### config.mk
export PLATFORM = sky130hd
export DESIGN_NAME = cpu_ctrl_fsm
export DESIGN_NICKNAME = d
export VERILOG_FILES = /design/src/rtl/cpu_ctrl_pkg.sv /design/src/rtl/cpu_ctrl_fsm_decode.sv /design/src/rtl/cpu_ctrl_fsm.sv
export SDC_FILE = /design/constraint.sdc
export NUM_CORES = 1
export LEC_CHECK = 0
export CAP_MARGIN = 5
export CORE_ASPECT_RATIO = 0.6
export CORE_MARGIN = 1.5
export CORE_UTILIZATION = 45
export DETAILED_ROUTE_END_ITERATION = 7
export PLACE_DENSITY = 0.78
export SLEW_MARGIN = 10
export SYNTH_ARGS = -nofsm -noshare
export SYNTH_HDL_FRONTEND = slang
export SYNTH_SLANG_ARGS = --single-unit
### constraint.sdc
create_clock -name clk -period 9.47 [get_ports clk]
set_input_delay 1.4205 -clock clk [delete_from_list [all_inputs] [get_ports clk]]
set_output_delay 1.4205 -clock clk [all_outputs]
set_load 0.01 [all_outputs]
### src/rtl/cpu_ctrl_pkg.sv
// Shared types and encodings for the multi-cycle control sequencer.
// Latency: n/a (types, constants and a pure decode helper only).
// Backpressure: n/a.
package cpu_ctrl_pkg;

  typedef enum logic [2:0] {
    S_IDLE   = 3'd0,
    S_FETCH  = 3'd1,
    S_DECODE = 3'd2,
    S_EXEC   = 3'd3,
    S_MEM    = 3'd4,
    S_WB     = 3'd5,
    S_HALT   = 3'd6
  } state_t;

  localparam logic [5:0] OP_RTYPE = 6'h00;
  localparam logic [5:0] OP_BEQ   = 6'h04;
  localparam logic [5:0] OP_ADDI  = 6'h08;
  localparam logic [5:0] OP_LW    = 6'h23;
  localparam logic [5:0] OP_SW    = 6'h2B;

  localparam logic [5:0] FN_ADD = 6'h20;
  localparam logic [5:0] FN_SUB = 6'h22;
  localparam logic [5:0] FN_AND = 6'h24;
  localparam logic [5:0] FN_OR  = 6'h25;
  localparam logic [5:0] FN_SLT = 6'h2A;

  localparam logic [3:0] ALU_AND = 4'd0;
  localparam logic [3:0] ALU_OR  = 4'd1;
  localparam logic [3:0] ALU_ADD = 4'd2;
  localparam logic [3:0] ALU_SUB = 4'd6;
  localparam logic [3:0] ALU_SLT = 4'd7;

  typedef struct packed {
    logic       reg_dst;
    logic       alu_src;
    logic       mem_to_reg;
    logic       branch;
    logic [3:0] alu_op;
    logic       is_lw;
    logic       is_sw;
    logic       legal;
  } ctrl_t;

  localparam int    CTRL_W    = $bits(ctrl_t);
  localparam ctrl_t CTRL_NONE = '0;

  // R-type funct to {legal, ALU code}; unknown functs come back not legal.
  function automatic logic [4:0] rtype_alu(input logic [5:0] funct);
    logic [4:0] r;
    r = 5'b0;
    case (funct)
      FN_ADD:  r = {1'b1, ALU_ADD};
      FN_SUB:  r = {1'b1, ALU_SUB};
      FN_AND:  r = {1'b1, ALU_AND};
      FN_OR:   r = {1'b1, ALU_OR};
      FN_SLT:  r = {1'b1, ALU_SLT};
      default: r = 5'b0;
    endcase
    return r;
  endfunction

endpackage

### src/rtl/cpu_ctrl_fsm_decode.sv
// Combinational instruction decode: opcode/funct to the datapath control bundle.
// Latency: 0 cycles (pure combinational; the caller registers the result).
// Backpressure: none.
module control_decode
  import cpu_ctrl_pkg::*;
(
  input  logic [5:0]        op_i,
  input  logic [5:0]        funct_i,
  output logic [CTRL_W-1:0] ctrl_o
);

  ctrl_t ctrl;
  logic [4:0] rt_alu;

  assign rt_alu = rtype_alu(funct_i);
  assign ctrl_o = ctrl;

  // Anything not explicitly listed decodes to all-zero with legal=0.
  always_comb begin
    ctrl = CTRL_NONE;
    case (op_i)
      OP_RTYPE: begin
        ctrl.alu_op = rt_alu[3:0];
        ctrl.legal  = rt_alu[4];
      end
      OP_ADDI: begin
        ctrl.reg_dst = 1'b1;
        ctrl.alu_src = 1'b1;
        ctrl.alu_op  = ALU_ADD;
        ctrl.legal   = 1'b1;
      end
      OP_LW: begin
        ctrl.reg_dst    = 1'b1;
        ctrl.alu_src    = 1'b1;
        ctrl.mem_to_reg = 1'b1;
        ctrl.alu_op     = ALU_ADD;
        ctrl.is_lw      = 1'b1;
        ctrl.legal      = 1'b1;
      end
      OP_SW: begin
        ctrl.alu_src = 1'b1;
        ctrl.alu_op  = ALU_ADD;
        ctrl.is_sw   = 1'b1;
        ctrl.legal   = 1'b1;
      end
      OP_BEQ: begin
        ctrl.alu_op = ALU_SUB;
        ctrl.branch = 1'b1;
        ctrl.legal  = 1'b1;
      end
      default: ctrl = CTRL_NONE;
    endcase
  end

endmodule

### src/rtl/cpu_ctrl_fsm.sv
// Multi-cycle control sequencer: owns PC/IR, fetches over req/ack, steps FETCH..WB.
// Latency: N+3 (R-type/addi/sw), N+4 (lw), N+2 (beq) cycles, N = FETCH cycles until ack.
// Backpressure: imem_req/imem_addr held in FETCH until imem_ack; run low parks in IDLE between instructions.
module cpu_ctrl_fsm
  import cpu_ctrl_pkg::*;
#(
  parameter int              PC_W     = 32,
  parameter logic [PC_W-1:0] RESET_PC = PC_W'(32'h0000_0000)
) (
  input  logic            clk,
  input  logic            rst,
  input  logic            run,
  output logic            imem_req,
  output logic [PC_W-1:0] imem_addr,
  input  logic            imem_ack,
  input  logic [31:0]     imem_rdata,
  output logic [31:0]     ins,
  input  logic            zero,
  output logic            MemtoReg,
  output logic            MemWrite,
  output logic            Branch,
  output logic            ALUSrc,
  output logic            RegDst,
  output logic            RegWrite,
  output logic [3:0]      ALUOp,
  output logic            halted,
  output logic            illegal
);

  state_t          state_q, state_d, next_fetch;
  logic [PC_W-1:0] pc_q, pc_d;
  logic [31:0]     ir_q, ir_d;
  ctrl_t           ctrl_q, ctrl_d, dec_ctrl;
  logic            illegal_q, illegal_d;
  logic [PC_W-1:0] br_off;

  control_decode u_decode (
    .op_i    (ir_q[31:26]),
    .funct_i (ir_q[5:0]),
    .ctrl_o  (dec_ctrl)
  );

  // Branch offset: sign-extended imm16 in words, wrapped to the PC width.
  assign br_off = PC_W'({{PC_W{ir_q[15]}}, ir_q[15:0], 2'b00});

  // Next-state, PC, IR and control-bundle updates; run is only looked at when heading back to FETCH.
  always_comb begin
    state_d    = state_q;
    pc_d       = pc_q;
    ir_d       = ir_q;
    ctrl_d     = ctrl_q;
    illegal_d  = illegal_q;
    next_fetch = run ? S_FETCH : S_IDLE;
    case (state_q)
      S_IDLE: begin
        if (run) state_d = S_FETCH;
      end
      S_FETCH: begin
        if (imem_ack) begin
          ir_d    = imem_rdata;
          pc_d    = pc_q + PC_W'(4);
          state_d = S_DECODE;
        end
      end
      S_DECODE: begin
        if (dec_ctrl.legal) begin
          ctrl_d  = dec_ctrl;
          state_d = S_EXEC;
        end else begin
          ctrl_d    = CTRL_NONE;
          illegal_d = 1'b1;
          state_d   = S_HALT;
        end
      end
      S_EXEC: begin
        if (ctrl_q.branch) begin
          if (zero) pc_d = pc_q + br_off;
          state_d = next_fetch;
        end else if (ctrl_q.is_lw || ctrl_q.is_sw) begin
          state_d = S_MEM;
        end else begin
          state_d = S_WB;
        end
      end
      S_MEM:   state_d = ctrl_q.is_lw ? S_WB : next_fetch;
      S_WB:    state_d = next_fetch;
      S_HALT:  state_d = S_HALT;
      default: state_d = S_IDLE;
    endcase
  end

  // State, PC, IR and registered controls; reset clears everything asynchronously.
  always_ff @(posedge clk or posedge rst) begin
    if (rst) begin
      state_q   <= S_IDLE;
      pc_q      <= RESET_PC;
      ir_q      <= '0;
      ctrl_q    <= CTRL_NONE;
      illegal_q <= 1'b0;
    end else begin
      state_q   <= state_d;
      pc_q      <= pc_d;
      ir_q      <= ir_d;
      ctrl_q    <= ctrl_d;
      illegal_q <= illegal_d;
    end
  end

  // Outputs come only from registered state, so nothing from the inputs reaches them combinationally.
  // Write enables are one-state pulses; gating with legal keeps them dead after an illegal decode.
  assign imem_req  = (state_q == S_FETCH);
  assign imem_addr = pc_q;
  assign ins       = ir_q;
  assign RegDst    = ctrl_q.reg_dst;
  assign ALUSrc    = ctrl_q.alu_src;
  assign MemtoReg  = ctrl_q.mem_to_reg;
  assign Branch    = ctrl_q.branch;
  assign ALUOp     = ctrl_q.alu_op;
  assign MemWrite  = (state_q == S_MEM) && ctrl_q.is_sw && ctrl_q.legal;
  assign RegWrite  = (state_q == S_WB) && ctrl_q.legal;
  assign halted    = (state_q == S_HALT);
  assign illegal   = illegal_q;

endmodule

==> flow_summary_export.csv, run 1 <==
group,metric,value,unit
worst_setup_path,reg2regPathDepth,12,
worst_setup_path,r2r_end,"imem_addr[30]",
detailed_routing,routed_wl,12400,µm
sta,slew_headroom,0.223,
yosys,yosys.area_share.adder,0.0448,
detailed_routing,drc_errors,0,
worst_setup_path,crit_required,9730,ps
clock_network,postCtsSetupRepairBufs,0,
hold_path,hold_class,"register to register",
clock_network,cts_max_path_buffers,2,
yosys,synth_simple_gate_area_share,0.195,
job,drv_cap,0,
clock_network,insertion_delay,340,ps
detailed_routing,vias,4080,
detailed_routing,post_drt_wl_per_cell,17.1,µm
sta,final.setup.tns,0,ps
yosys,synthArstFlopShare,1.00,
worst_setup_path,r2r_slack,5160,ps
layout,nNetsFinal,638,
clock_network,clk_pin_slew_worst_paths,60,ps
yosys,ys.flop_type,"dfrtp_1",
placed_design,place.gp.congestion,0.931,
worst_setup_path,cp_max_fo,18,
clock_network,cts_resized,0,
placed_design,postPlaceCellArea,5750,µm²
layout,final_cells,725,
detailed_routing,ant_nets,0,
clock_network,cts.hold.buffers_added,0,
die,num_rows,28,
die,die_y,81.6,µm
power,power_density,298,nW/µm²
sta,rsz0062_at_grt,"false",
yosys,synth-edff-count,0,
yosys,ys_seq_area_frac,0.405,
layout,antenna_cells,0,
sta,fin_crit,4310,ps
yosys,yosys.area.top_type,"dfrtp_1",
layout,nFillCells,834,
power,irDropWorstVdd,0.000161,V
die,num_io_pins,114,
placed_design,portBuffers,110,
yosys,ys_ff_latch,75,
sta,setup_violations,0,
worst_setup_path,crit_start,"state_q[0]",
hold_path,holdPathStages,1,
yosys,mappedNetlistArea,4640,µm²
yosys,synth_xor_area_frac,0.0529,
yosys,synth_common_cells,"dfrtp_1, nand2_1, nor2_1",
yosys,synth.avg_cell_area,9.37,µm²
worst_setup_path,worstSetupPathType,"register to register",
clock_network,clock-root-buffer,"clkbuf_16",
worst_setup_path,startpoint_type,"register",
placed_design,place.detailed.hpwl,8930,µm
sta,fin_crit_sh,0.455,
yosys,synth_compound_area_frac,0.158,
global_route,grt_max_degree,76,
global_route,grt_pass1_vias,3917,
global_route,grt_use_total,0.238,
layout,syn_to_final_growth,31.0,%
die,die_area,10900,µm²
yosys,synthMuxAreaShare,0.0928,
global_route,grt_pass1_wl,20200,µm
sta,worst_slack,5160,ps
placed_design,place_ws,5350,ps
placed_design,dp_cells,709,
hold_path,hold_start,"illegal",
hold_path,min_to,"illegal",
yosys,ys_types,65,
global_route,grt-ovfl-total,0,
power,p_total,1.81,mW
global_route,grt_antenna_before_repair,0,
worst_setup_path,cp.arrival,4570,ps
worst_setup_path,cp-end-kind,"register",
detailed_routing,drtIter0Drc,308,
detailed_routing,routed_via_density,5.63,
yosys,synthTopCellsByArea,"dfrtp_1, mux2_2, ha_1, nand2_1, a21oi_1",
sta,finClkSkew,8.29,ps
layout,final_area,6070,µm²
die,core-area,9950,µm²
detailed_routing,firstDrtPassIters,5,
yosys,ys_warn_count,0,
clock_network,cts.sinks,75,
sta,drv_slew,0,
layout,layout-drive-gt1-share,0.112,
yosys,synth_top_area_frac,0.405,
sta,hold_viol,0,
clock_network,cts_tree,"done",
yosys,synth_top_family_by_area,"simple AND/OR/NAND/NOR gates",
power,p_leak,2.61,nW
sta,fmax,232,MHz
status,status,"finished clean",
clock_network,cts-buffers-inserted,9,
die,die_w,134,µm
yosys,postSynthCellCount,495,
yosys,synth_most_common_cell,"dfrtp_1",
sta,tightest_slew,1160,ps
die,initial_core_util,0.466,
worst_setup_path,rr_startpoint,"state_q[0]",
clock_network,h-tree-depth,3,
==> power breakdown <==
part | switching, mW | internal, mW | total [mW]
Clock | 0.145 | 0.233 | 0.378
Combinational | 0.373 | 0.430 | 0.803
Sequential | 0.178 | 0.448 | 0.627
==> layout by cell type, fill, tap and decap left out, types with 10 or more instances in the layout <==
cell type        instances
mux2_2                  32
and3_1                  18
a21oi_1                 29
nand3_1                 16
xor2_1                  14
ha_1                    15
clkdlybuf4s50_1        110
inv_1                   12
nor2_1                  34
dfrtp_1                 75
nor3_1                  10
xnor2_1                 14
nand2_1                 48
o21ai_0                 28
==> registers in the layout (all words and copies together) (netlist names) <==
signal and count:
RegDst 1, MemtoReg 1, ctrl_q 2, ALUSrc 1
illegal 1, Branch 1, imem_addr 30, ALUOp 3
state_q 3, ins 32
==> metrics by stage <==
| stage | util | hold WS, ps |
|---|---|---|
| CTS | 0.611 | 479 |
| global route | 0.611 | 504 |
| detailed placement | 0.578 | 459 |
| global placement | 0.578 | 457 |
| floorplan | - | 444 |
| finish | 0.611 | 479 |
==> critical path, stage by stage, from the launching register on <==
cell	delay [ps]
dfrtp_1	490
nor2b_1	950
and2_1	290
nand2_1	100
fa_1	440
nor2b_1	150
o21a_1	160
o21bai_1	100
a211oi_1	440
o21ai_0	310
a21oi_1	350
mux2i_1	260
xor2_1	170
==> worst max path at each step <==
stage               endpoint  slack [ps]  depth (start not counted)
4_1_cts        imem_addr[30]        5280                         12
3_3_place_gp   imem_addr[23]        5490                         13
3_5_place_dp   imem_addr[26]        5350                         12
6_report       imem_addr[30]        5160                         12
2_1_floorplan  imem_addr[23]        6070                         14
5_1_grt        imem_addr[26]        4870                         12
==> layout make-up <==
cell class                 count  area, µm²  share of cell area
inverter                      13       48.8             0.00803
clock buffer                   9        225              0.0371
tap                          135        169              0.0278
clock inverter                 7       98.8              0.0163
multi-input combinational    374       2540               0.418
timing repair buffer         112       1120               0.184
sequential                    75       1880               0.309
==> per-layer routing <==
layer  GRT usage  share of wire  up-vias
li1            -              -     1945
met1       0.344           0.49     1929
met2       0.340           0.40      192
met3      0.0790          0.097       14
met4      0.0613         0.0087        0
met5           0              0        -
==> logic make-up (layout without fill, tap and decap cells) <==
kind of cell    after synthesis  count (layout)
compound gates              111             111
xor+xnor                     28              28
fa+ha+maj                    16              16
buf+inv                      48             141
flops                        75              75
mux                          39              39
other cells                   1               3
simple gates                177             177
(Power assumes the default switching activity.)
==> inputs of run 2 (changes only) <==
--- a/config.mk
+++ b/config.mk
@@ -10,7 +10,7 @@
 export CORE_MARGIN = 1.5
 export CORE_UTILIZATION = 45
 export DETAILED_ROUTE_END_ITERATION = 7
-export PLACE_DENSITY = 0.78
+export PLACE_DENSITY = 0.81
 export SLEW_MARGIN = 10
 export SYNTH_ARGS = -nofsm -noshare
 export SYNTH_HDL_FRONTEND = slang
==> constraint.sdc (replaced) <==
create_clock -name clk -period 3.52 [get_ports clk]
set_input_delay 0.528 -clock clk [delete_from_list [all_inputs] [get_ports clk]]
set_output_delay 0.528 -clock clk [all_outputs]
set_load 0.01 [all_outputs]
==> run 2 against run 1 <==
Largest cell class unchanged. Via count increased by 0.91%. Highest routed layer unchanged. Critical path depth unchanged. Worst setup slack got worse by 5000 ps. Largest power group unchanged.
==> flow_summary_export.csv, run 2 (synthesis results as in run 1) <==
group,metric,value,unit
placed_design,place.detailed.hpwl,8960,µm
die,die_area,10900,µm²
global_route,grt_pass1_vias,3964,
hold_path,hold_class,"register to register",
sta,finClkSkew,8.51,ps
clock_network,clk_pin_slew_worst_paths,60,ps
sta,fmax,300,MHz
power,p_leak,2.63,nW
detailed_routing,routed_via_density,5.65,
sta,drv_slew,0,
sta,fin_crit,3330,ps
hold_path,holdPathStages,1,
worst_setup_path,cp-end-kind,"register",
clock_network,cts_max_path_buffers,2,
die,num_rows,28,
power,irDropWorstVdd,0.000406,V
hold_path,min_to,"illegal",
layout,largest_reg_flops,32,
clock_network,insertion_delay,340,ps
layout,mostFrequentLayoutCells,"clkdlybuf4s50_1, dfrtp_1, nand2_1",
worst_setup_path,r2r_end,"imem_addr[23]",
global_route,grt_pass1_wl,20000,µm
clock_network,cts_tree,"done",
global_route,grt-ovfl-total,0,
detailed_routing,post_drt_wl_per_cell,16.8,µm
sta,fin_crit_sh,0.947,
global_route,grt_use_total,0.234,
global_route,grt_max_degree,76,
layout,syn_to_final_growth,31.9,%
clock_network,clock-root-buffer,"clkbuf_16",
clock_network,cts.sinks,75,
clock_network,h-tree-depth,3,
layout,antenna_cells,0,
worst_setup_path,max_stage_delay,500,ps
sta,tightest_slew,658,ps
detailed_routing,vias,4117,
power,power_density,779,nW/µm²
layout,final_area,6120,µm²
hold_path,hold_start,"illegal",
worst_setup_path,reg2regPathDepth,12,
placed_design,postPlaceCellArea,5820,µm²
global_route,grt_antenna_before_repair,0,
sta,slew_headroom,0.550,
clock_network,cts-buffers-inserted,9,
die,num_io_pins,114,
worst_setup_path,crit_chain,"nor2b_2 -> buf_6 -> and3_1 -> ha_1 -> and3_4 -> a221oi_2 -> o22ai_2 -> o311ai_4 -> nand2_4 -> or4_4 -> a21oi_2 -> xor2_1",
power,p_total,4.77,mW
worst_setup_path,startpoint_type,"register",
worst_setup_path,rr_startpoint,"state_q[2]",
detailed_routing,drc_errors,0,
placed_design,portBuffers,110,
layout,layout-drive-gt1-share,0.126,
job,drv_cap,0,
detailed_routing,routed_wl,12300,µm
die,die_w,134,µm
die,initial_core_util,0.466,
die,core-area,9950,µm²
die,die_y,81.6,µm
layout,final_common_cell,"clkdlybuf4s50_1",
worst_setup_path,r2r_slack,190,ps
worst_setup_path,cp.arrival,3590,ps
detailed_routing,drtIter0Drc,458,
sta,hold_viol,0,
worst_setup_path,crit_slowest_cell,"or4_4",
worst_setup_path,cp_max_fo,16,
status,status,"finished clean",
worst_setup_path,crit_required,3770,ps
detailed_routing,ant_nets,0,
sta,setup_violations,0,
detailed_routing,firstDrtPassIters,5,
placed_design,place.gp.congestion,1.03,
worst_setup_path,worstSetupPathType,"register to register",
layout,nNetsFinal,644,
-- run 2: final cells by class --
class,instances,area (µm²)
fillers,799,3830
multi-input cells,374,2560
flip-flops and latches,75,1880
repair buffers,118,1190
clock buffers,12,256
well taps,135,169
inverters,13,48.8
clock inverters,2,12.5
-- run 2: how the worst max path moves through the flow --
stage               startpoint            end  slack [ps]  cells past startpoint
finish              state_q[2]  imem_addr[23]         190                     12
global route        state_q[0]  imem_addr[30]          -7                     14
CTS                 state_q[2]  imem_addr[23]          50                     12
detailed placement  state_q[2]  imem_addr[30]          30                     14
global placement    state_q[2]  imem_addr[23]         270                     12
floorplan           state_q[0]  imem_addr[23]         120                     14
-- run 2: metrics by stage --
step,util,TNS [ps],hold WS [ps],instances,setup slack (ps)
after floorplan,-,0,444,497,117
after global placement,0.585,0,458,715,268
after detailed placement,0.585,0,466,715,27.4
after CTS,0.612,0,479,729,50.9
after global routing,0.615,-13.6,512,729,-7.07
final,0.615,0,489,729,187
-- run 2: layer usage --
layer / share of wire / GRT usage / vias up
met3: 0.093 / 0.0778 / 17
met1: 0.47 / 0.327 / 1950
met2: 0.42 / 0.352 / 192
met4: 0.011 / 0.0548 / 0
li1: - / - / 1958
met5: 0 / 0 / -
-- run 2: what timing repair did --
| action | 4_1_cts | 5_1_grt |
|---|---|---|
| buffers inserted | 0 | 0 |
| pin swaps | 0 | 3 |
| setup endpoints to repair | 1 | 13 |
| hold buffers | 0 | 0 |
| resized for setup | 1 | 7 |
| cloned | 0 | 0 |
-- run 2: power by group --
part           total [mW]  switching, mW  internal (mW)
Sequential           1.65          0.444           1.21
Combinational        2.26           1.06           1.21
Clock               0.850          0.344          0.506
Total                4.77           1.84           2.92
-- run 2: worst max-delay path, delay by kind of cell, from the launching register on --
kind                     cells  cell delay [ps]
AO/OA/AOI/OAI                4              970
XOR/XNOR                     1              160
adder cells (fa/ha/maj)      1              270
buffers and inverters        1              180
flip-flops                   1              450
AND/OR/NAND/NOR              5             1220
==> inputs of run 3 (changes only) <==
--- a/config.mk
+++ b/config.mk
@@ -5,7 +5,7 @@
 export SDC_FILE = /design/constraint.sdc
 export NUM_CORES = 1
 export LEC_CHECK = 0
-export CAP_MARGIN = 5
+export CAP_MARGIN = 10
 export CORE_ASPECT_RATIO = 0.6
 export CORE_MARGIN = 1.5
 export CORE_UTILIZATION = 45
==> results of run 3 <==
Same layout as run 2: the final DEF is identical, and so are final timing and power.
